File: src/rtl/output_layer_sequencer.sv
// rtl/output_layer_sequencer.sv - output layer MAC over N_IN activations, then a serial argmax over 10 classes
module output_layer_sequencer #(
  parameter int N_IN  = 20,
  parameter int ACC_W = 24
) (
  input  logic             clk,
  input  logic             rst_n,
  input  logic             start,
  output logic [31:0]      sel,
  input  logic [7:0]       hidden_data,
  input  logic [7:0]       w0,
  input  logic [7:0]       w1,
  input  logic [7:0]       w2,
  input  logic [7:0]       w3,
  input  logic [7:0]       w4,
  input  logic [7:0]       w5,
  input  logic [7:0]       w6,
  input  logic [7:0]       w7,
  input  logic [7:0]       w8,
  input  logic [7:0]       w9,
  output logic             busy,
  output logic             done,
  output logic [3:0]       class_out,
  output logic [ACC_W-1:0] max_score
);

  typedef enum logic [1:0] {S_IDLE, S_MAC, S_ARG, S_DONE} state_t;

  localparam logic [7:0] LAST_IDX = 8'(N_IN - 1);

  state_t                  state;
  state_t                  state_next;
  logic [7:0]              idx;
  logic [3:0]              aidx;
  logic signed [ACC_W-1:0] acc [10];
  logic signed [ACC_W-1:0] best;
  logic [3:0]              best_idx;
  logic [7:0]              w [10];
  logic signed [16:0]      prod [10];
  logic signed [ACC_W-1:0] cur_acc;
  logic                    cur_gt;

  assign w[0] = w0;
  assign w[1] = w1;
  assign w[2] = w2;
  assign w[3] = w3;
  assign w[4] = w4;
  assign w[5] = w5;
  assign w[6] = w6;
  assign w[7] = w7;
  assign w[8] = w8;
  assign w[9] = w9;

  // Activation is zero-extended, weight sign-extended; the 17-bit product cannot overflow.
  always_comb begin
    for (int k = 0; k < 10; k++) begin
      prod[k] = $signed({9'b0, hidden_data}) * $signed({{9{w[k][7]}}, w[k]});
    end
  end

  always_comb begin
    cur_acc = '0;
    for (int k = 0; k < 10; k++) begin
      if (aidx == 4'(k)) cur_acc = acc[k];
    end
    cur_gt = cur_acc > best;
  end

  always_ff @(posedge clk or negedge rst_n) begin
    if (!rst_n) state <= S_IDLE;
    else        state <= state_next;
  end

  always_comb begin
    state_next = state;
    case (state)
      S_IDLE:  if (start) state_next = S_MAC;
      S_MAC:   if (idx == LAST_IDX) state_next = S_ARG;
      S_ARG:   if (aidx == 4'd9) state_next = S_DONE;
      S_DONE:  state_next = S_IDLE;
      default: state_next = S_IDLE;
    endcase
  end

  always_ff @(posedge clk or negedge rst_n) begin
    if (!rst_n) begin
      for (int k = 0; k < 10; k++) acc[k] <= '0;
      idx       <= '0;
      aidx      <= '0;
      best      <= '0;
      best_idx  <= '0;
      class_out <= '0;
      max_score <= '0;
    end else begin
      case (state)
        S_IDLE: begin
          if (start) begin
            for (int k = 0; k < 10; k++) acc[k] <= '0;
            idx  <= '0;
            aidx <= '0;
          end
        end
        S_MAC: begin
          for (int k = 0; k < 10; k++) acc[k] <= acc[k] + ACC_W'(prod[k]);
          idx <= idx + 8'd1;
          if (idx == LAST_IDX) aidx <= '0;
        end
        S_ARG: begin
          // Strict greater-than keeps the lowest index on ties.
          if (aidx == 4'd0 || cur_gt) begin
            best     <= cur_acc;
            best_idx <= aidx;
          end
          if (aidx == 4'd9) begin
            class_out <= cur_gt ? 4'd9 : best_idx;
            max_score <= cur_gt ? cur_acc : best;
          end
          aidx <= aidx + 4'd1;
        end
        default: ;
      endcase
    end
  end

  assign busy = (state != S_IDLE);
  assign done = (state == S_DONE);
  assign sel  = (state == S_MAC) ? {24'b0, idx} : 32'b0;

endmodule

File: config.mk
export PLATFORM = sky130hd
export DESIGN_NAME = output_layer_sequencer
export DESIGN_NICKNAME = d
export VERILOG_FILES = /design/src/rtl/output_layer_sequencer.sv
export SDC_FILE = /design/constraint.sdc
export NUM_CORES = 2
export LEC_CHECK = 0
export CORE_MARGIN = 8
export CORE_UTILIZATION = 65
export CTS_CLUSTER_SIZE = 25
export DETAILED_ROUTE_END_ITERATION = 10
export HOLD_SLACK_MARGIN = 0.1
export PLACE_DENSITY = 0.95
export SYNTH_ARGS = -nofsm -noshare
export SYNTH_HDL_FRONTEND = slang
export SYNTH_SLANG_ARGS = --single-unit
File: constraint.sdc
create_clock -name clk -period 7.3 [get_ports clk]
set_input_delay 1.46 -clock clk [delete_from_list [all_inputs] [get_ports clk]]
set_output_delay 1.46 -clock clk [all_outputs]
set_load 0.05 [all_outputs]
==> metrics <==
status finished clean; setup slack, reg-to-reg roughly 1.1 ns; reg2reg end max_score[8]; gr usage total 33.9%; Seq/Total Area, Yosys ~17%; Mean Syn Cell Area between 9 and 10 um2; Worst Hold Class flop to flop; CTS Buf Count 36; first-pass GRT wire length ~220000 um; Routed WL 134000 um; root buf cell clkbuf_16; r2r startpoint aidx[0]; Setup crit end kind flop; clock latency on the worst-skew pair between 0.5 and 0.6 ns; synth top area cells fa_1 (22%), ha_1 (22%), dfrtp_1 (17%); fill cell count roughly 4700; clk_skew ~0.033 ns; Async SR Flop Fraction 100%; Rel. slew slack between 30% and 40%; Syn Std Cell Area between 40000 and 50000 um2; Synth Instances 5063; post-synth top area share ~22%; critical path arrival 7.33 ns; dpl hpwl roughly 100000 um; CP Data Required Time approximately 7.7 ns; initial antenna violation count 11; RSZ-0062 raised after global routing no; CTS Sinks 310; hold wc startpoint best_idx[1]; nets around 6500; drt pass-1 iters 9; die height 282 um; fmax roughly 140 MHz; Worst Tran Pin Value slightly below 1 ns; crit share post-route a little over nine tenths; Yosys top cell by area fa_1; Period minus WS final ~7 ns; CTS tree yes; setup tns final 0 ns; Die Wd roughly 280 um; H-tree lvl count 2; Startpoint Class primary input; Netlist cell types between 70 and 80; # IOs around 150; Post-synth EDFFs 0; Antenna Nets Post-Route 0; Crit Path Class primary input to flop; slowest CP cell clkdlybuf4s50_1; Initial Utilization around 66%; clock buffer depth 3; Multi-input gate area 34800 um2; Vias per Instance 6.45; Rows 97; WL/cell approximately 22 um; Clock transition at path regs around 0.06 ns; Post-CTS Hold Buffers 0; Max Cap Viol 0; area delta synth->final 8.10%; drc violations 0; Critical Path Max Stage Delay roughly 0.77 ns; core region area ~70000 um2; Hold Crit Depth 1; #FFs+latches synth between 300 and 400; Setup violations, final 0; final max-slew violation count 0; pin count of the biggest net entering global routing between 150 and 200; Crit Path Max Fanout 8; most frequent CP cell fa_1; cells on worst reg2reg path 18; Congestion Overflow GR 0; Resize count post-CTS 0; 1st-iter DRT viols about 4000; vias in the first global route about 42000; PortBufs between 100 and 150; FF/Latch Area between 7000 and 8000 um2; Via Count 39300; Critical Path, Cell by Cell clkdlybuf4s50_1 -> nand2_1 -> fa_1 -> inv_1 -> fa_1 -> inv_1 -> fa_1 -> inv_1 -> fa_1 -> fa_1 -> ha_1 -> o21ai_0 -> a211oi_1 -> a2111oi_0 -> buf_4 -> nor3_1 -> a2111oi_2 -> a21oi_1 -> xnor2_1 -> o21ai_0; Hold Crit Endpoint best_idx[1]; final count of hold timing violations 0; buffers inserted by post-CTS timing repair 0; Post-synth top flop dfrtp_1; Syn. warnings 0; DIE AREA about 80000 um2; gpl congestion 0.964; ratio of cells with drive above 1 in the final layout ~4.2%
through the flow:
step | area (um2) | hold slack [ns] | instances | utilization (%) | worst slack [ns]
4_1_cts | 49800 | 0.515 | 6089 | 71.0 | 0.478
6_report | 49800 | 0.520 | 6093 | 71.0 | 0.381
3_3_place_gp | 48600 | 0.491 | 6026 | 69.3 | 0.187
3_5_place_dp | 48600 | 0.500 | 6026 | 69.3 | 0.0160
5_1_grt | 49800 | 0.530 | 6091 | 71.0 | 0.0908
2_1_floorplan | 46200 | 0.470 | 5086 | - | 0.445
logic make-up after synthesis:
kind of cell	count (synthesis)	synth area share (%)
AO/OA/AOI/OAI	940	13.0
XOR/XNOR	202	3.84
adder cells (fa/ha/maj)	1306	43.8
buffers and inverters	952	7.99
flip-flops	310	16.8
multiplexers	30	0.746
other	1	0.00814
AND/OR/NAND/NOR	1322	13.9
layout by cell type (no fill, tap or decap), types with 16 or more instances in the layout:
cell type          n
clkdlybuf4s50_1  119
nor2_1           182
and3_1            19
a221oi_1          16
a21o_1            64
xor2_1            91
mux2_2            25
o221ai_1          22
nand2b_1          44
o21a_1            20
nand2_1          529
nand3_1           64
xnor2_1          111
and2_1           347
o21bai_1          26
inv_1            720
buf_4             89
conb_1            24
o22ai_1           60
o21ai_0          280
or3_1             26
nor3_1            45
clkbuf_16         37
dfrtp_1          310
a31oi_1           59
a21oi_1          199
ha_1             791
o211ai_1          23
a211oi_1          38
a22o_1            22
fa_1             512
critical path, delay by kind of cell:
family	cells	cell delay, ns
xor+xnor	1	0.19
simple gates	2	0.21
compound gates	6	1.48
buf+inv	5	1.17
fa+ha+maj	6	2.82
metal layers:
layer / track usage [%] / up-vias / part of all wire [%]
li1: - / 16900 / -
met1: 40.4 / 19100 / 36
met2: 55.7 / 2506 / 46
met3: 7.95 / 751 / 11
met4: 20.0 / 12 / 6.9
met5: 0 / - / 0.058
final cells by class:
type                    count  share of cell area, %
clock inverters            10                  0.236
repair buffers            230                   4.39
flip-flops and latches    310                   15.6
multi-input cells        3824                   69.8
inverters                 722                   5.44
well taps                 940                   2.36
diodes                      4                 0.0201
clock buffers              53                   2.14
sequential cells by signal (all words and copies together), names as in the netlist:
register   flops
aidx           4
max_score     24
best          24
idx            8
state          2
acc          240
class_out      4
best_idx       4
cells in the mapped netlist, drive strengths merged (9+ instances only):
master / number
ha: 794
inv: 720
nand2: 530
fa: 512
and2: 349
dfrtp: 310
o21ai: 284
a21oi: 199
nor2: 182
clkbuf: 175
xnor2: 111
xor2: 91
a21o: 64
nand3: 64
o22ai: 60
a31oi: 59
buf: 55
nor3: 46
nand2b: 44
a211oi: 38
o21bai: 26
or3: 26
mux2: 25
o211ai: 23
a22o: 22
o221ai: 22
o21a: 20
and3: 19
a221oi: 18
nand4: 15
nand3b: 14
o31ai: 14
a32o: 13
nor2b: 12
a221o: 11
a2111oi: 10
a222oi: 9
how the worst max path moves through the flow:
stage	start	endpoint	slack, ns	depth (start not counted)
floorplan	hidden_data[7]	acc[143]	0.44	19
global placement	w4[0]	acc[143]	0.19	20
detailed placement	hidden_data[0]	acc[159]	0.02	17
CTS	w4[0]	acc[143]	0.48	20
global route	w4[0]	acc[143]	0.09	20
finish	w4[0]	acc[143]	0.38	20
Power is left out: the tool's default activity adds up to more than one toggle a clock period on the data nets, which glitch-free logic cannot reach.
